File: config.mk
export PLATFORM = sky130hd
export DESIGN_NAME = uart_fifo_peripheral_flat
export DESIGN_NICKNAME = d
export VERILOG_FILES = /design/src/rtl/uart_pkg.sv /design/src/rtl/uart_fifo_peripheral_if.sv /design/src/rtl/uart_sync_fifo.sv /design/src/rtl/uart_fifo_peripheral.sv /design/src/flat_wrapper.sv
export SDC_FILE = /design/constraint.sdc
export NUM_CORES = 1
export LEC_CHECK = 0
export BUFFER_PORTS_ARGS = -buffer_cell sky130_fd_sc_hd__clkbuf_2
export CAP_MARGIN = 30
export CORE_ASPECT_RATIO = 0.6
export CORE_MARGIN = 5
export CORE_UTILIZATION = 35
export DETAILED_ROUTE_END_ITERATION = 10
export GPL_ROUTABILITY_DRIVEN = 0
export GPL_TIMING_DRIVEN = 0
export HOLD_SLACK_MARGIN = 0.02
export PLACE_DENSITY = 0.58
export SLEW_MARGIN = 20
export SYNTH_ARGS = -nofsm -noshare
export SYNTH_HDL_FRONTEND = slang
export SYNTH_SLANG_ARGS = --single-unit
File: constraint.sdc
create_clock -name clk -period 6.65 [get_ports clk]
set_input_delay 1.995 -clock clk [delete_from_list [all_inputs] [get_ports clk]]
set_output_delay 1.995 -clock clk [all_outputs]
set_load 0.005 [all_outputs]
File: src/rtl/uart_pkg.sv
// rtl/uart_pkg.sv - register map, CON/STAT bit positions and FSM state encodings for the UART
package uart_pkg;

  localparam logic [31:0] OFF_TXDATA = 32'h0;
  localparam logic [31:0] OFF_RXDATA = 32'h4;
  localparam logic [31:0] OFF_CON    = 32'h8;
  localparam logic [31:0] OFF_STAT   = 32'hC;

  localparam int CON_TX_EN   = 0;
  localparam int CON_RX_EN   = 1;
  localparam int CON_PAR_EN  = 2;
  localparam int CON_PAR_ODD = 3;
  localparam int CON_RX_IE   = 4;
  localparam int CON_TX_IE   = 5;
  localparam int CON_W       = 6;

  localparam int STAT_TX_FULL   = 0;
  localparam int STAT_TX_EMPTY  = 1;
  localparam int STAT_RX_FULL   = 2;
  localparam int STAT_RX_EMPTY  = 3;
  localparam int STAT_RX_OVR    = 4;
  localparam int STAT_FRAME_ERR = 5;
  localparam int STAT_PAR_ERR   = 6;
  localparam int STAT_TX_BUSY   = 7;
  localparam int STAT_TX_OVF    = 8;

  typedef enum logic [2:0] {
    TX_IDLE, TX_START, TX_DATA, TX_PARITY, TX_STOP
  } tx_state_e;

  typedef enum logic [2:0] {
    RX_IDLE, RX_START, RX_DATA, RX_PARITY, RX_STOP
  } rx_state_e;

endpackage

File: src/rtl/uart_fifo_peripheral_if.sv
// rtl/uart_fifo_peripheral_if.sv - single-cycle CPU bus as seen by the UART
interface uart_fifo_peripheral_if;
  logic        rd;
  logic        wr;
  logic [31:0] addr;
  logic [31:0] wdata;
  logic [31:0] rdata;

  modport master (output rd, output wr, output addr, output wdata, input rdata);
  modport slave  (input rd, input wr, input addr, input wdata, output rdata);
endinterface

File: src/rtl/uart_sync_fifo.sv
// rtl/uart_sync_fifo.sv - synchronous FIFO; a pop frees room for a push in the same cycle
module uart_sync_fifo #(
  parameter int WIDTH = 8,
  parameter int DEPTH = 16
) (
  input  logic                     clk,
  input  logic                     reset,
  input  logic                     push,
  input  logic [WIDTH-1:0]         wdata,
  input  logic                     pop,
  output logic [WIDTH-1:0]         rdata,
  output logic                     full,
  output logic                     empty,
  output logic [$clog2(DEPTH):0]   count
);
  localparam int AW = $clog2(DEPTH);

  logic [WIDTH-1:0] mem_q [DEPTH];
  logic [AW-1:0]    wr_ptr_q, rd_ptr_q;
  logic [AW:0]      count_q;
  logic             do_push, do_pop;

  assign empty   = (count_q == '0);
  assign full    = (count_q == (AW+1)'(DEPTH));
  assign do_pop  = pop & ~empty;
  assign do_push = push & (~full | do_pop);
  assign rdata   = mem_q[rd_ptr_q];
  assign count   = count_q;

  always_ff @(posedge clk) begin
    if (do_push) mem_q[wr_ptr_q] <= wdata;
  end

  always_ff @(posedge clk or negedge reset) begin
    if (!reset) begin
      wr_ptr_q <= '0;
      rd_ptr_q <= '0;
      count_q  <= '0;
    end else begin
      if (do_push) wr_ptr_q <= wr_ptr_q + 1'b1;
      if (do_pop)  rd_ptr_q <= rd_ptr_q + 1'b1;
      case ({do_push, do_pop})
        2'b10:   count_q <= count_q + 1'b1;
        2'b01:   count_q <= count_q - 1'b1;
        default: count_q <= count_q;
      endcase
    end
  end
endmodule

File: src/rtl/uart_fifo_peripheral.sv
// rtl/uart_fifo_peripheral.sv - FIFO-buffered UART with parity, sticky error flags and interrupt
module uart_fifo_peripheral
  import uart_pkg::*;
#(
  parameter logic [31:0] BASE_ADDR  = 32'h4000_0018,
  parameter int          BAUD_DIV   = 651,
  parameter int          DATA_BITS  = 8,
  parameter int          FIFO_DEPTH = 16
) (
  input  logic                  clk,
  input  logic                  reset,
  uart_fifo_peripheral_if.slave bus,
  input  logic                  uart_rx,
  output logic                  uart_tx,
  output logic                  irq
);
  localparam int CNT_W = $clog2(BAUD_DIV + 1);
  localparam int CW    = $clog2(FIFO_DEPTH) + 1;
  localparam logic [CNT_W-1:0] BAUD_LAST = CNT_W'(BAUD_DIV - 1);
  localparam logic [2:0]       LAST_BIT  = 3'(DATA_BITS - 1);

  logic sel_tx, sel_rx, sel_con, sel_stat;
  assign sel_tx   = (bus.addr == BASE_ADDR + OFF_TXDATA);
  assign sel_rx   = (bus.addr == BASE_ADDR + OFF_RXDATA);
  assign sel_con  = (bus.addr == BASE_ADDR + OFF_CON);
  assign sel_stat = (bus.addr == BASE_ADDR + OFF_STAT);

  logic [CNT_W-1:0] baud_q;
  logic             tick;
  assign tick = (baud_q == BAUD_LAST);

  always_ff @(posedge clk or negedge reset) begin
    if (!reset)    baud_q <= '0;
    else if (tick) baud_q <= '0;
    else           baud_q <= baud_q + 1'b1;
  end

  logic [CON_W-1:0] con_q;
  logic tx_en, rx_en, par_en, par_odd, rx_ie, tx_ie;
  assign tx_en   = con_q[CON_TX_EN];
  assign rx_en   = con_q[CON_RX_EN];
  assign par_en  = con_q[CON_PAR_EN];
  assign par_odd = con_q[CON_PAR_ODD];
  assign rx_ie   = con_q[CON_RX_IE];
  assign tx_ie   = con_q[CON_TX_IE];

  logic                 tx_push, tx_pop, tx_full, tx_empty;
  logic [DATA_BITS-1:0] tx_head;
  logic [CW-1:0]        tx_count;
  logic                 rx_push, rx_pop, rx_full, rx_empty;
  logic [DATA_BITS-1:0] rx_head;
  logic [CW-1:0]        rx_count;

  assign tx_push = bus.wr & sel_tx;
  assign rx_pop  = bus.rd & sel_rx & ~rx_empty;

  uart_sync_fifo #(.WIDTH(DATA_BITS), .DEPTH(FIFO_DEPTH)) u_tx_fifo (
    .clk(clk), .reset(reset), .push(tx_push), .wdata(bus.wdata[DATA_BITS-1:0]),
    .pop(tx_pop), .rdata(tx_head), .full(tx_full), .empty(tx_empty), .count(tx_count)
  );

  logic [DATA_BITS-1:0] rx_shift_q, rx_shift_d;

  uart_sync_fifo #(.WIDTH(DATA_BITS), .DEPTH(FIFO_DEPTH)) u_rx_fifo (
    .clk(clk), .reset(reset), .push(rx_push), .wdata(rx_shift_q),
    .pop(rx_pop), .rdata(rx_head), .full(rx_full), .empty(rx_empty), .count(rx_count)
  );

  // TX: frames start on a baud tick so every bit, including the start bit, is exactly 16 ticks
  tx_state_e            tx_state_q, tx_state_d;
  logic [3:0]           tx_tick_q, tx_tick_d;
  logic [2:0]           tx_bit_q, tx_bit_d;
  logic [DATA_BITS-1:0] tx_shift_q, tx_shift_d;
  logic                 tx_par_q, tx_par_d;
  logic                 tx_bit_end, tx_load, tx_busy;

  assign tx_bit_end = tick & (tx_tick_q == 4'd15);
  assign tx_load    = tick & tx_en & ~tx_empty &
                      ((tx_state_q == TX_IDLE) | ((tx_state_q == TX_STOP) & (tx_tick_q == 4'd15)));
  assign tx_pop     = tx_load;
  assign tx_busy    = (tx_state_q != TX_IDLE);

  always_comb begin
    tx_state_d = tx_state_q;
    tx_tick_d  = tx_tick_q;
    tx_bit_d   = tx_bit_q;
    tx_shift_d = tx_shift_q;
    tx_par_d   = tx_par_q;
    if (tx_busy && tick) tx_tick_d = tx_tick_q + 4'd1;
    case (tx_state_q)
      TX_START:  if (tx_bit_end) begin
                   tx_state_d = TX_DATA;
                   tx_bit_d   = 3'd0;
                 end
      TX_DATA:   if (tx_bit_end) begin
                   tx_shift_d = tx_shift_q >> 1;
                   if (tx_bit_q == LAST_BIT) tx_state_d = par_en ? TX_PARITY : TX_STOP;
                   else                      tx_bit_d   = tx_bit_q + 3'd1;
                 end
      TX_PARITY: if (tx_bit_end) tx_state_d = TX_STOP;
      TX_STOP:   if (tx_bit_end) tx_state_d = TX_IDLE;
      default:   tx_state_d = TX_IDLE;
    endcase
    if (tx_load) begin
      tx_state_d = TX_START;
      tx_tick_d  = 4'd0;
      tx_shift_d = tx_head;
      tx_par_d   = (^tx_head) ^ par_odd;
    end
  end

  always_ff @(posedge clk or negedge reset) begin
    if (!reset) begin
      tx_state_q <= TX_IDLE;
      tx_tick_q  <= '0;
      tx_bit_q   <= '0;
      tx_shift_q <= '0;
      tx_par_q   <= 1'b0;
    end else begin
      tx_state_q <= tx_state_d;
      tx_tick_q  <= tx_tick_d;
      tx_bit_q   <= tx_bit_d;
      tx_shift_q <= tx_shift_d;
      tx_par_q   <= tx_par_d;
    end
  end

  always_comb begin
    case (tx_state_q)
      TX_START:  uart_tx = 1'b0;
      TX_DATA:   uart_tx = tx_shift_q[0];
      TX_PARITY: uart_tx = tx_par_q;
      default:   uart_tx = 1'b1;
    endcase
  end

  // RX: tick 7 of the 0-based per-bit counter is the mid-bit sample point
  logic       rx_s1_q, rx_s2_q, rx_prev_q;
  rx_state_e  rx_state_q, rx_state_d;
  logic [3:0] rx_tick_q, rx_tick_d;
  logic [2:0] rx_bit_q, rx_bit_d;
  logic       rx_bad_q, rx_bad_d;
  logic       rx_sample, rx_bit_end, par_set, frame_set;

  assign rx_sample  = tick & (rx_tick_q == 4'd7);
  assign rx_bit_end = tick & (rx_tick_q == 4'd15);

  always_comb begin
    rx_state_d = rx_state_q;
    rx_tick_d  = rx_tick_q;
    rx_bit_d   = rx_bit_q;
    rx_shift_d = rx_shift_q;
    rx_bad_d   = rx_bad_q;
    rx_push    = 1'b0;
    par_set    = 1'b0;
    frame_set  = 1'b0;
    if (rx_state_q != RX_IDLE && tick) rx_tick_d = rx_tick_q + 4'd1;
    if (!rx_en) begin
      rx_state_d = RX_IDLE;
    end else begin
      case (rx_state_q)
        RX_IDLE:   if (rx_prev_q && !rx_s2_q) begin
                     rx_state_d = RX_START;
                     rx_tick_d  = 4'd0;
                     rx_bad_d   = 1'b0;
                   end
        RX_START:  if (rx_sample && rx_s2_q) rx_state_d = RX_IDLE;
                   else if (rx_bit_end) begin
                     rx_state_d = RX_DATA;
                     rx_bit_d   = 3'd0;
                   end
        RX_DATA: begin
                   if (rx_sample) rx_shift_d = {rx_s2_q, rx_shift_q[DATA_BITS-1:1]};
                   if (rx_bit_end) begin
                     if (rx_bit_q == LAST_BIT) rx_state_d = par_en ? RX_PARITY : RX_STOP;
                     else                      rx_bit_d   = rx_bit_q + 3'd1;
                   end
                 end
        RX_PARITY: begin
                     if (rx_sample && (rx_s2_q != ((^rx_shift_q) ^ par_odd))) begin
                       par_set  = 1'b1;
                       rx_bad_d = 1'b1;
                     end
                     if (rx_bit_end) rx_state_d = RX_STOP;
                   end
        RX_STOP:   if (rx_sample) begin
                     rx_state_d = RX_IDLE;
                     if (!rx_s2_q)      frame_set = 1'b1;
                     else if (!rx_bad_q) rx_push  = 1'b1;
                   end
        default:   rx_state_d = RX_IDLE;
      endcase
    end
  end

  always_ff @(posedge clk or negedge reset) begin
    if (!reset) begin
      rx_s1_q    <= 1'b1;
      rx_s2_q    <= 1'b1;
      rx_prev_q  <= 1'b1;
      rx_state_q <= RX_IDLE;
      rx_tick_q  <= '0;
      rx_bit_q   <= '0;
      rx_shift_q <= '0;
      rx_bad_q   <= 1'b0;
    end else begin
      rx_s1_q    <= uart_rx;
      rx_s2_q    <= rx_s1_q;
      rx_prev_q  <= rx_s2_q;
      rx_state_q <= rx_state_d;
      rx_tick_q  <= rx_tick_d;
      rx_bit_q   <= rx_bit_d;
      rx_shift_q <= rx_shift_d;
      rx_bad_q   <= rx_bad_d;
    end
  end

  // sticky flags: a set in the same cycle as a write-1 clear wins
  logic rx_ovr_q, frame_err_q, par_err_q, tx_ovf_q;
  logic stat_wr;
  assign stat_wr = bus.wr & sel_stat;

  always_ff @(posedge clk or negedge reset) begin
    if (!reset) begin
      con_q       <= '0;
      rx_ovr_q    <= 1'b0;
      frame_err_q <= 1'b0;
      par_err_q   <= 1'b0;
      tx_ovf_q    <= 1'b0;
    end else begin
      if (bus.wr && sel_con) con_q <= bus.wdata[CON_W-1:0];
      rx_ovr_q    <= (rx_ovr_q    & ~(stat_wr & bus.wdata[STAT_RX_OVR]))    | (rx_push & rx_full & ~rx_pop);
      frame_err_q <= (frame_err_q & ~(stat_wr & bus.wdata[STAT_FRAME_ERR])) | frame_set;
      par_err_q   <= (par_err_q   & ~(stat_wr & bus.wdata[STAT_PAR_ERR]))   | par_set;
      tx_ovf_q    <= (tx_ovf_q    & ~(stat_wr & bus.wdata[STAT_TX_OVF]))    | (tx_push & tx_full & ~tx_pop);
    end
  end

  logic [31:0] stat, rdata_c;
  always_comb begin
    stat                 = '0;
    stat[STAT_TX_FULL]   = tx_full;
    stat[STAT_TX_EMPTY]  = tx_empty;
    stat[STAT_RX_FULL]   = rx_full;
    stat[STAT_RX_EMPTY]  = rx_empty;
    stat[STAT_RX_OVR]    = rx_ovr_q;
    stat[STAT_FRAME_ERR] = frame_err_q;
    stat[STAT_PAR_ERR]   = par_err_q;
    stat[STAT_TX_BUSY]   = tx_busy;
    stat[STAT_TX_OVF]    = tx_ovf_q;
    stat[23:16]          = 8'(rx_count);
  end

  always_comb begin
    rdata_c = '0;
    if (bus.rd) begin
      if (sel_rx && !rx_empty) rdata_c[DATA_BITS-1:0] = rx_head;
      else if (sel_con)        rdata_c[CON_W-1:0]     = con_q;
      else if (sel_stat)       rdata_c                = stat;
    end
  end

  assign bus.rdata = rdata_c;
  assign irq = (rx_ie & ~rx_empty) | (tx_ie & tx_empty & ~tx_busy);

  logic unused_bits;
  assign unused_bits = ^{tx_count, bus.wdata[31:9]};
endmodule
File: src/flat_wrapper.sv
// flat-port wrapper written by rule: the top's interface ports become plain ports
module uart_fifo_peripheral_flat import uart_pkg::*;
#(
  parameter logic [31:0] BASE_ADDR  = 32'h4000_0018,
  parameter int          BAUD_DIV   = 651,
  parameter int          DATA_BITS  = 8,
  parameter int          FIFO_DEPTH = 16
)
  (clk, reset, uart_rx, uart_tx, irq, bus_rd, bus_wr, bus_addr, bus_wdata, bus_rdata);
  uart_fifo_peripheral_if bus_i ();
  input  logic clk;
  input  logic reset;
  input  logic uart_rx;
  output logic uart_tx;
  output logic irq;
  input wire logic [$bits(bus_i.rd)-1:0] bus_rd;
  input wire logic [$bits(bus_i.wr)-1:0] bus_wr;
  input wire logic [$bits(bus_i.addr)-1:0] bus_addr;
  input wire logic [$bits(bus_i.wdata)-1:0] bus_wdata;
  output wire logic [$bits(bus_i.rdata)-1:0] bus_rdata;
  assign bus_i.rd = bus_rd;
  assign bus_i.wr = bus_wr;
  assign bus_i.addr = bus_addr;
  assign bus_i.wdata = bus_wdata;
  assign bus_rdata = bus_i.rdata;
  uart_fifo_peripheral #(.BASE_ADDR(BASE_ADDR), .BAUD_DIV(BAUD_DIV), .DATA_BITS(DATA_BITS), .FIFO_DEPTH(FIFO_DEPTH)) u_core (.clk(clk), .reset(reset), .bus(bus_i), .uart_rx(uart_rx), .uart_tx(uart_tx), .irq(irq));
endmodule
---- Yosys cells after proc, flatten, opt, wreduce, memory -nomap -nowiden ----
Memories as Yosys holds them, arrays and structs flattened.
Cells that the tools add are included.
word-level totals
  bits in writable memories ............... 256
  memories ................................ 2
  logic and storage cells ................. 231
  bits of input ports ..................... 69
  output and inout bits ................... 34
  bits in registers ....................... 87
cells by class
  reduce and logical (&&, ||, !) cells .... 32
  mux-type cells .......................... 63
  bitwise logic cells ..................... 51
  eq/ne operators ......................... 45
  add/sub/neg operators ................... 13
memory list
  name                    words  bits a word  rd ports  clocked after memory_dff  write ports  RTL line              source
  u_core.u_rx_fifo.mem_q  16     8            1         0                         1            uart_sync_fifo.sv:18  logic [WIDTH-1:0] mem_q [DEPTH];
  u_core.u_tx_fifo.mem_q  16     8            1         0                         1            uart_sync_fifo.sv:18
operators by type and width
  cell                    count
  $eq A32 B31 Y1 const B  4
  $mux W3                 21
  $mux W32                1
  $mux W8                 4
  $and A1 B1 Y1           30
  $mux W26                1
  $add A4 B1 Y4 const B   6
  $mux W24                1
  $mux W4                 6
  $mux W21                1
  $pmux W5 S2             2
  $mux W1                 18
  $reduce_bool A2 Y1      8
  $reduce_xor A8 Y1       2
  $ne A3 B1 Y1 const B    5
  $ne A3 B3 Y1 const B    5
  $pmux W3 S5             1
  $eq A3 B2 Y1 const B    4
  $eq A3 B3 Y1 const B    4
  $ne A2 B1 Y1 const B    6
  $pmux W3 S2             2
  $pmux W3 S4             1
  $reduce_and A6 Y1       2
  $not A1 Y1              11
  other kinds (29)        58

---- Depth between registers and ports, before layout ----
Gate-level depths: netlist of the first run.
  depth in word-level cells ............... 9
  mapped depth ............................ 18
  depth with buffers taken out ............ 16

---- Cells and area by module ----
Synthesis of the first run repeated with hierarchy kept, for this count alone.
second synthesis, totals
  cell total of the unflattened synthesis .. 956
  area total of the unflattened synthesis .. 15110.7 µm²
modules (own cells, without submodules)
  module                             area each (µm²)  instances  cells each  sequential area each (µm²)
  uart_sync_fifo (u_core.u_tx_fifo)  5835.6           1          306         4169.0
  uart_sync_fifo (u_core.u_rx_fifo)  5748.0           1          302         4169.0
  uart_fifo_peripheral               3527.1           1          348         1530.2

---- Worst setup path before layout of the first run ----
Ideal clock, no wire load.
  path kind ............................... input to output
  start point ............................. in bus_addr[7]
  end point ............................... out bus_rdata[4]
  setup slack ............................. 1.230 ns
  path buffers ............................ 0
  arrival time ............................ 3.425 ns
  data required time ...................... 4.655 ns
  stages .................................. 6
  cells stage by stage .................... nor4b_1 > and4_1 > and2_1 > nand4_1 > o32a_1 > nor2_1
on the way
  longest elaborated chain between the ends .. 5
  elaborated cells on any way between the ends .. 8
  those cells by class .................... eq/ne: 3; mux: 4; reduce/logical: 1
RTL lines
  item            RTL line                     source
  from (decl)     flat_wrapper.sv:18           input wire logic [$bits(bus_i.addr)-1:0] bus_addr;
  $eq A32 B31 Y1  uart_fifo_peripheral.sv:26   assign sel_stat = (bus.addr == BASE_ADDR + OFF_STAT);
  $mux W21        uart_fifo_peripheral.sv:259  else if (sel_stat) rdata_c = stat;
  $mux W6         uart_fifo_peripheral.sv:258  else if (sel_con) rdata_c[CON_W-1:0] = con_q;
  $mux W8 (*)     uart_fifo_peripheral.sv:257  if (sel_rx && !rx_empty) rdata_c[DATA_BITS-1:0] = rx_head;
  $mux W32 (*)    uart_fifo_peripheral.sv:256  if (bus.rd) begin
  to (decl)       flat_wrapper.sv:20           output wire logic [$bits(bus_i.rdata)-1:0] bus_rdata;
Mark *: on every way between the ends. The rest lies on a longest branch, timed or not.

---- Worst setup path after layout of the first run ----
  start point ............................. in bus_addr[1]
  end point ............................... out bus_rdata[4]
Same word-level chain as after synthesis.

==> flow_metrics.tcl, run 1 <==
set metrics [dict create \
    status "complete, no violations" \
    fin_ws_ns 0.494 \
    cellLeakagePower_nw 6.62 \
    ant_nets 0 \
    dp.final_hpwl_mm 24.2 \
    grt_usage_pct 14.8 \
    netlist_area_mm2 0.0148 \
    cts_tree "yes" \
    timing.critical_path.mode_cell "clkbuf_2" \
    synth-warning-count 0 \
    clkSinkCount 343 \
    setup_viol_count_final 0 \
    fin_nets 1149 \
    synth-edff-count 256 \
    synth_cells 929 \
    grt_pass1_vias 8246 \
    cts-resized-gates 0 \
    grt_max_degree 83 \
    worst_setup_path_end_kind "output port" \
    yosysTopAreaCellShare_pct 51.8 \
    cts_buffers 35 \
    cp.arrival_ns 4.16 \
    maxSlewHeadroom_pct 34.0 \
    path_max_fanout 10 \
    rsz0062_at_grt "false" \
    worstMarginPinSlew_ns 0.984 \
    fin_crit_ns 6.16 \
    avgSynthCellArea_um2 16.0 \
    htree_levels 2 \
    cp_slowest_stage_delay_ns 0.49 \
    rows 58 \
    path_class "primary input to output port" \
    ctsHoldBuffers 0 \
    critical_path_buf_inv_count 3 \
    worstHoldPathType "flop to flop" \
    synth_seq_area_share_pct 66.5 \
    fin_skew_ns 0.0226 \
    drt_iter0_markers 894 \
    pre_cts_slack_ns 0.447 \
    initial_core_util_pct 35.4 \
    p_per_area_mw_per_mm2 248 \
    swShare_pct 20.7 \
    async_flop_share_pct 25.4 \
    avgViaCountPerCell 5.06 \
    final_util_pct 40.9 \
    wire_per_inst_um 20.6 \
    gr-total-overflow 0 \
    cts_setup_buffers 0 \
    synth_area_leaders "edfxtp_1 (52%), dfrtp_1 (14%), mux4_2 (10%)" \
    hold_viol_final 0 \
    required_ns 4.66 \
    final_common_cell "edfxtp_1" \
    maxSlewViolCount 0 \
    ios 103 \
    cts-root-buf "clkbuf_16" \
    dieHeight_um 169 \
    internal_power_w 0.00338 \
    fin_crit_sh_pct 92.6 \
    synth-main-ff-cell "edfxtp_1" \
    p_switching_w 0.000882 \
    fin_tns_setup_ns 0 \
    antenna_found_initial 0 \
    cts_max_path_buffers 3 \
    drc_errors 0 \
    peakVddDrop_uv 106 \
    synth-seq-cells 343 \
    layout_common_cells "edfxtp_1 (256), dfrtp_1 (84), mux4_2 (67), clkbuf_2 (60), nand2_1 (57)" \
    wirelength_mm 34.1 \
    port_buffers 61 \
    via_count 8360 \
    drv_cap 0 \
    seqPwrFrac_pct 53.8 \
    insertion_delay_ns 0.53 \
    clkSlewWorstSetupHoldPaths_ns 0.06 \
    areaGrowthSynthToFinish_pct 15.6 \
    p_comb_share_pct 1.4 \
    die_width_um 276 \
    p_clk_share_pct 44.8 \
    path_delay_family "simple AND/OR/NAND/NOR gates" \
    max_clock_freq_ghz 0.162 \
    path_cells "clkbuf_2 > nor3b_1 > clkbuf_1 > nand4_1 > o32a_1 > nor2_1 > clkbuf_2" \
    coreArea_mm2 0.0419 \
    ys_types 67 \
    drive_gt1_share_pct 23.1 \
    drt_pre_antenna_iters 5 \
    grt_pass1_wl_mm 52.1 \
    slowest_stage "o32a_1" \
    crit_path_start_kind "primary input" \
    die_area_mm2 0.0467 \
    synth_area_leader_cell "edfxtp_1" \
]
==> final cells by class <==
cell class	instances	area (um2)
Antenna cell	2	5.00
Timing Repair Buffer	71	404
Sequential cell	343	9870
Clock buffer	46	957
Inverter	21	78.8
Tap cell	570	713
Multi-Input combinational cell	528	4660
Buffer	54	313
Clock inverter	17	139
Fill cell	3805	24700
==> worst paths after layout <==
kind / start / to / slack [ns] / depth (start not counted)
max: bus_addr[1] / bus_rdata[4] / 0.49 / 7
min: u_core.rx_s1_q / u_core.rx_s2_q / 0.36 / 0
max reg2reg: u_core.baud_q[5] / u_core.u_rx_fifo.count[4] / 1.96 / 13
min reg2reg: u_core.rx_s1_q / u_core.rx_s2_q / 0.36 / 0
max in group asynchronous: reset / u_core.u_tx_fifo.wr_ptr_q[3] / 4.72 / 2
min in group asynchronous: reset / u_core.baud_q[3] / 1.29 / 1
==> routing by layer <==
metal	global-route usage (%)	wire length (um)
met2	19.2	13400
met4	3.95	740
met5	0	0
met1	24.9	17900
met3	2.80	2010
==> synthesized netlist by cell type, types with 3 or more instances <==
master / count
a21oi_1: 10
a21boi_0: 3
xnor2_1: 32
buf_4: 18
nor3_1: 12
dfrtp_1: 84
mux4_2: 67
clkinv_1: 6
nand2b_1: 9
clkbuf_1: 21
xor2_1: 16
xnor3_1: 3
o22ai_1: 5
a22oi_1: 8
inv_2: 3
edfxtp_1: 256
o21ai_0: 17
nor2_1: 56
mux2i_1: 23
buf_6: 4
o21ai_1: 9
ha_1: 25
a21o_1: 4
buf_2: 10
nand4_1: 12
and2_1: 15
and3_1: 24
o221ai_1: 7
nor2b_1: 8
nand2_1: 57
inv_1: 12
mux2_2: 17
o32a_1: 3
nor4_1: 9
nand3_1: 21
dfstp_2: 3
==> per-stage QoR <==
step                power, W  hold WS [ns]  area (um2)  instances
global route         0.00441         0.365       17100       1650
global placement     0.00239         0.349       15900       1577
CTS                  0.00431         0.360       17100       1648
floorplan            0.00235         0.345       14900        946
detailed placement   0.00240         0.350       16000       1585
finish               0.00426         0.359       17100       1652
==> power groups by stage <==
stage / clock [W] / sequential, W / combinational [W]
2_1_floorplan: 0 / 0.00234 / 0.0000163
3_3_place_gp: 0 / 0.00234 / 0.0000572
3_5_place_dp: 0 / 0.00234 / 0.0000613
4_1_cts: 0.00196 / 0.00229 / 0.0000615
5_1_grt: 0.00205 / 0.00229 / 0.0000679
6_report: 0.00191 / 0.00229 / 0.0000606
==> registers in the layout, indices dropped and copies added (netlist names), 5 cells and up <==
name / flops
u_core.u_rx_fifo.mem_q: 128
u_core.u_rx_fifo.count: 5
u_core.baud_q: 10
u_core.u_tx_fifo.count: 5
u_core.con_q: 6
u_core.tx_shift_q: 8
u_core.u_tx_fifo.mem_q: 128
u_core.rx_shift_q: 8
==> cells by family after synthesis <==
group	count (synthesis)	share of synthesized area (%)
xor gates and xnor gates	51	3.29
adders and majority gates	26	2.24
AOI/OAI and AO/OA	87	4.03
buffers and inverters	75	2.64
DFF	343	66.5
muxes	108	13.1
and+or+nand+nor	238	8.13
other	1	0.0253
No activity file was read; power rests on OpenSTA's default activity.
==> run 2: changes to the inputs <==
--- a/config.mk
+++ b/config.mk
@@ -11,11 +11,9 @@
 export CORE_MARGIN = 5
 export CORE_UTILIZATION = 35
 export DETAILED_ROUTE_END_ITERATION = 10
-export GPL_ROUTABILITY_DRIVEN = 0
 export GPL_TIMING_DRIVEN = 0
 export HOLD_SLACK_MARGIN = 0.02
 export PLACE_DENSITY = 0.58
-export SLEW_MARGIN = 20
 export SYNTH_ARGS = -nofsm -noshare
 export SYNTH_HDL_FRONTEND = slang
 export SYNTH_SLANG_ARGS = --single-unit
==> constraint.sdc (replaced) <==
create_clock -name clk -period 6.65 [get_ports clk]
set_input_delay 0.9975 -clock clk [delete_from_list [all_inputs] [get_ports clk]]
set_output_delay 0.9975 -clock clk [all_outputs]
set_load 0.005 [all_outputs]
==> run 2 against run 1 <==
Global-route usage shrank 0.054 points; utilization is essentially flat; clock power grew 3%; die area is the same; critical path depth grew 6; count of clock-buffer cells in the layout grew 2; combinational power shrank 1%; total power grew 1.2%; fmax grew 32%; critical endpoint is now u_core.u_rx_fifo.count[4].
==> flow_metrics.tcl, run 2 (synthesis gave the netlist of run 1 again) <==
set metrics [dict create \
    drive_gt1_share_pct 22.9 \
    layout_common_cells "edfxtp_1 (256), dfrtp_1 (84), mux4_2 (67), clkbuf_2 (60), nand2_1 (57)" \
    drv_cap 0 \
    ff2ff_path_depth 13 \
    ant_nets 0 \
    dp.final_hpwl_mm 24.1 \
    peakVddDrop_uv 127 \
    clkSlewWorstSetupHoldPaths_ns 0.06 \
    worstMarginPinSlew_ns 1.00 \
    grt_usage_pct 14.7 \
    path_class "flop to flop" \
    antenna_found_initial 0 \
    rsz0062_at_grt "false" \
    p_comb_share_pct 1.4 \
    reg_top3 "u_core.u_rx_fifo.mem_q: 128 flops, u_core.u_tx_fifo.mem_q: 128 flops, u_core.baud_q: 10 flops" \
    wirelength_mm 33.8 \
    areaGrowthSynthToFinish_pct 15.4 \
    maxSlewHeadroom_pct 33.0 \
    dieHeight_um 169 \
    timing.critical_path.mode_cell "xor2_1" \
    gp_congestion 0.828 \
    gr-total-overflow 0 \
    dp.cells 1580 \
    setup_viol_count_final 0 \
    clkSinkCount 343 \
    rrSetupSlack_ns 1.97 \
    grt_pass1_wl_mm 51.8 \
    maxSlewViolCount 0 \
    cts-resized-gates 0 \
    drt_iter0_markers 809 \
    rows 58 \
    p_switching_w 0.000870 \
    worst_setup_path_end_kind "flop" \
    port_buffers 61 \
    grt_pass1_vias 8218 \
    insertion_delay_ns 0.54 \
    worstHoldPathCells 0 \
    internal_power_w 0.00344 \
    htree_levels 2 \
    cts_max_path_buffers 3 \
    required_ns 7.07 \
    final_common_cell "edfxtp_1" \
    ctsHoldBuffers 0 \
    cellLeakagePower_nw 6.60 \
    fin_tns_setup_ns 0 \
    grt_max_degree 55 \
    worstHoldStart "u_core.rx_s1_q" \
    status "complete, no violations" \
    drt_pre_antenna_iters 5 \
    p_clk_share_pct 45.4 \
    max_clock_freq_ghz 0.214 \
    cts_tree "yes" \
    fin_crit_ns 4.68 \
    cts_setup_buffers 0 \
    cts_buffers 34 \
    wire_per_inst_um 20.6 \
    fin_nets 1142 \
    path_cells "nor4b_2 > nand4_1 > or4b_1 > a211oi_1 > buf_2 > inv_2 > ha_1 > fa_1 > a21o_1 > a21oi_1 > xor2_1 > nor2_1 > xor2_1" \
    die_area_mm2 0.0467 \
    fin_cells 1642 \
    worst_hold_slack_ns 0.354 \
    avgViaCountPerCell 5.03 \
    cp_slowest_stage_delay_ns 0.78 \
    reg2reg_to "u_core.u_rx_fifo.count[4]" \
    swShare_pct 20.2 \
    ios 103 \
    fin_skew_ns 0.0259 \
    min_to "u_core.rx_s2_q" \
    coreArea_mm2 0.0419 \
    fin_crit_sh_pct 70.3 \
    critical_path_buf_inv_count 2 \
    p_per_area_mw_per_mm2 252 \
    slowest_stage "a211oi_1" \
    drc_errors 0 \
    timing.rr.start "u_core.baud_q[5]" \
    cts-root-buf "clkbuf_16" \
    seqPwrFrac_pct 53.2 \
    cp.arrival_ns 5.10 \
    crit_path_start_kind "flop" \
    hold_viol_final 0 \
    n_antenna_cell 0 \
    initial_core_util_pct 35.4 \
    die_width_um 276 \
    path_max_fanout 10 \
    via_count 8264 \
    worstHoldPathType "flop to flop" \
    path_delay_family "simple AND/OR/NAND/NOR gates" \
]
## run 2: cell types whose count changed in the layout (fill, tap and decap cells not counted), sizes merged
cell / before / now
bufinv: 1 / 3
buf: 43 / 37
clkbuf: 128 / 130
diode: 2 / 0
clkinv: 18 / 13
clkinvlp: 2 / 1
## run 2: cell type report
| type | count | area (um2) |
|---|---|---|
| Buffer | 54 | 313 |
| Clock buffer | 48 | 953 |
| Clock inverter | 13 | 169 |
| Fill cell | 3838 | 24700 |
| Inverter | 21 | 78.8 |
| Multi-Input combinational cell | 528 | 4660 |
| Sequential cell | 343 | 9870 |
| Tap cell | 570 | 713 |
| Timing Repair Buffer | 65 | 365 |
## run 2: per-layer routing
| layer | GRT usage, % | vias to the layer above | routed length [um] |
|---|---|---|---|
| met2 | 19.2 | 239 | 13300 |
| met5 | 0 | - | 0 |
| met3 | 3.56 | 32 | 2230 |
| met1 | 24.3 | 4217 | 17700 |
| li1 | - | 3776 | - |
| met4 | 3.60 | 0 | 566 |
## run 2: worst max-delay path by stage
stage | cells after the start | from | endpoint
after floorplan | 13 | bus_addr[7] | u_core.u_rx_fifo.count[4]
after global placement | 14 | bus_addr[7] | u_core.u_rx_fifo.count[4]
after detailed placement | 14 | bus_addr[7] | u_core.u_rx_fifo.count[4]
after CTS | 13 | u_core.baud_q[5] | u_core.u_rx_fifo.count[4]
after global routing | 13 | u_core.baud_q[5] | u_core.u_rx_fifo.count[4]
final | 13 | u_core.baud_q[5] | u_core.u_rx_fifo.count[4]
## run 2: through the flow
| step | power [W] | setup slack, ns | cell area, um2 | util [%] |
|---|---|---|---|---|
| final | 0.00431 | 1.97 | 17100 | 40.9 |
| after global placement | 0.00239 | 1.83 | 15900 | 38.0 |
| after global routing | 0.00446 | 1.65 | 17100 | 40.9 |
| after detailed placement | 0.00240 | 1.83 | 16000 | 38.2 |
| after floorplan | 0.00235 | 2.94 | 14900 | - |
| after CTS | 0.00437 | 1.98 | 17100 | 40.9 |
## run 2: power by group through the flow
stage          clock, W  sequential (W)  combinational (W)
3_3_place_gp          0         0.00234          0.0000572
3_5_place_dp          0         0.00234          0.0000607
2_1_floorplan         0         0.00234          0.0000163
4_1_cts         0.00201         0.00229          0.0000608
5_1_grt         0.00210         0.00229          0.0000674
6_report        0.00196         0.00229          0.0000600
## run 2: worst reg2reg max path, cell delays in order, from the launching register on
cell      delay, ns
dfrtp_1        0.43
nor4b_2        0.47
nand4_1        0.32
or4b_1         0.66
a211oi_1       0.78
buf_2          0.36
inv_2          0.05
ha_1           0.29
fa_1           0.49
a21o_1         0.20
a21oi_1        0.17
xor2_1         0.15
nor2_1         0.06
xor2_1         0.15
==> run 3: changes to the inputs <==
--- a/config.mk
+++ b/config.mk
@@ -13,7 +13,7 @@
 export DETAILED_ROUTE_END_ITERATION = 10
 export GPL_TIMING_DRIVEN = 0
 export HOLD_SLACK_MARGIN = 0.02
-export PLACE_DENSITY = 0.58
+export PLACE_DENSITY = 0.6
 export SYNTH_ARGS = -nofsm -noshare
 export SYNTH_HDL_FRONTEND = slang
 export SYNTH_SLANG_ARGS = --single-unit
==> constraint.sdc (replaced) <==
create_clock -name clk -period 3.9 [get_ports clk]
set_input_delay 0.585 -clock clk [delete_from_list [all_inputs] [get_ports clk]]
set_output_delay 0.585 -clock clk [all_outputs]
set_load 0.005 [all_outputs]
==> run 3 against run 2 <==
Sequential cell count stayed put; final area is 0.97% higher; hold slack got worse by 0.31 ns; sequential power grew 71%; non-clock buffer count grew 8; total power is 70% higher; routed wire length is 1.6% higher; critical path type is now flop to output port; largest cell class unchanged; highest routed layer unchanged.
==> flow_metrics.tcl, run 3 (synthesis gave the netlist of run 1 again) <==
set metrics [dict create \
    status "complete, no violations" \
    pre_cts_slack_ns -0.435 \
    reg_top3 "u_core.u_rx_fifo.mem_q: 128 flops, u_core.u_tx_fifo.mem_q: 128 flops, u_core.baud_q: 10 flops" \
    grt_usage_pct 14.7 \
    p_clk_share_pct 45.3 \
    rows 58 \
    path_class "flop to output port" \
    gr-total-overflow 0 \
    setup_viol_count_final 0 \
    grt_pass1_vias 8179 \
    fin_skew_ns 0.0281 \
    internal_power_w 0.00585 \
    drt_pre_antenna_iters 5 \
    final_area_mm2 0.0173 \
    via_count 8447 \
    worst_hold_slack_ns 0.0438 \
    ff2ff_path_depth 10 \
    multi_input_area_mm2 0.00473 \
    fin_nets 1151 \
    n_antenna_cell 0 \
    die_width_um 276 \
    p_comb_share_pct 1.4 \
    fin_ws_ns 0.151 \
    htree_levels 2 \
    swShare_pct 20.2 \
    dieHeight_um 169 \
    cts_tree "yes" \
    antenna_found_initial 0 \
    clkSlewWorstSetupHoldPaths_ns 0.07 \
    die_area_mm2 0.0467 \
    ant_nets 0 \
    fin_crit_ns 3.75 \
    crit_path_start_kind "flop" \
    cts_max_path_buffers 3 \
    drt_iter0_markers 891 \
    coreArea_mm2 0.0419 \
    port_buffers 61 \
    reg2reg_to "u_core.u_rx_fifo.mem_q[3][6]" \
    fin_crit_sh_pct 96.1 \
    grt_use_met1_pct 24.4 \
    max_clock_freq_ghz 0.267 \
    initial_core_util_pct 35.4 \
    dp.final_hpwl_mm 24.0 \
    use_met3_pct 3.21 \
    cellLeakagePower_nw 6.65 \
    worstHoldPathType "primary input to async pin" \
    grt_max_degree 56 \
    worst_setup_path_end_kind "output port" \
    rsz0062_at_grt "false" \
    areaGrowthSynthToFinish_pct 16.6 \
    drc_errors 0 \
    wirelength_mm 34.4 \
    layout_common_cells "edfxtp_1 (256), dfrtp_1 (81), mux4_2 (67), clkbuf_2 (61), nand2_1 (57)" \
    drive_gt1_share_pct 24.9 \
    p_switching_w 0.00148 \
    cp-startpoint "u_core.u_rx_fifo.rd_ptr_q[0]" \
    avgViaCountPerCell 5.12 \
    rrSetupSlack_ns 0.24 \
    grt_pass1_wl_mm 51.9 \
    path_max_fanout 10 \
    timing.rr.start "u_core.baud_q[0]" \
    place_area_mm2 0.0160 \
    cts_buffers 35 \
    worstMarginPinSlew_ns 1.01 \
    cts-root-buf "clkbuf_16" \
    ff_latch_area_mm2 0.00987 \
    cp.arrival_ns 3.16 \
    ios 103 \
    p_per_area_mw_per_mm2 424 \
    gp_congestion 0.835 \
    grtUsageMet2_pct 19.7 \
    seqPwrFrac_pct 53.4 \
    cp-endpoint "bus_rdata[0]" \
    peakVddDrop_uv 215 \
    maxSlewViolCount 0 \
    maxSlewHeadroom_pct 32.4 \
    final_common_cell "edfxtp_1" \
    fin_tns_setup_ns 0 \
    wire_per_inst_um 20.8 \
    gr-max-usage-layer "met1" \
    fillerInstances 3793 \
    clkSinkCount 343 \
    drv_cap 0 \
    insertion_delay_ns 0.53 \
    hold_viol_final 0 \
    required_ns 3.31 \
]
## run 3: stage by stage
stage / std cells / utilization (%) / total power [W]
6_report: 1651 / 41.3 / 0.00733
2_1_floorplan: 946 / - / 0.00401
5_1_grt: 1651 / 41.3 / 0.00758
3_5_place_dp: 1580 / 38.2 / 0.00409
4_1_cts: 1643 / 40.9 / 0.00740
3_3_place_gp: 1577 / 38.0 / 0.00408
## run 3: how the worst min path moves through the flow
stage                   start                    to  slack (ns)  cells after the start
6_report                reset  u_core.tx_shift_q[2]        0.04                      1
5_1_grt                 reset  u_core.tx_shift_q[2]        0.07                      1
4_1_cts                 reset    u_core.tx_bit_q[1]        0.06                      1
3_5_place_dp   u_core.rx_s1_q        u_core.rx_s2_q        0.35                      0
3_3_place_gp   u_core.rx_s1_q        u_core.rx_s2_q        0.35                      0
2_1_floorplan           reset      u_core.baud_q[0]        0.29                      0
## run 3: critical path, stage by stage, from the launching register on
cell,delay [ns]
dfrtp_1,0.36
clkbuf_1,0.32
clkbuf_4,0.37
mux4_2,0.55
mux4_2,0.52
clkinv_1,0.09
o22ai_1,0.08
and2_1,0.23
clkbuf_2,0.13
## run 3: what timing repair did
| action | CTS | global route |
|---|---|---|
| buffers inserted | 1 | 4 |
| resized for setup | 4 | 27 |
| pin swaps | 1 | 5 |
| endpoints found under the setup margin | 3 | 49 |
| hold buffers | 0 | 0 |
## run 3: final cells by class
type                       count  area share, %
buffer                        54           1.96
clock buffer                  43           5.60
clock inverter                19          0.905
inverter                      21          0.470
multi-input combinational    528           27.3
sequential                   343           57.1
tap                          570           4.12
timing repair buffer          73           2.50
## run 3: routing by layer
layer | part of all wire, % | vias up
met5 | 0 | -
met4 | 1.5 | 0
met3 | 7.4 | 46
met2 | 41 | 300
met1 | 50 | 4309
li1 | - | 3792
## run 3: power groups by stage
stage | clock [W] | sequential [W] | combinational, W
after global routing | 0.00356 | 0.00391 | 0.000112
after CTS | 0.00339 | 0.00391 | 0.000102
after detailed placement | 0 | 0.00399 | 0.000101
final | 0.00332 | 0.00391 | 0.000100
after floorplan | 0 | 0.00398 | 0.0000278
after global placement | 0 | 0.00399 | 0.0000945
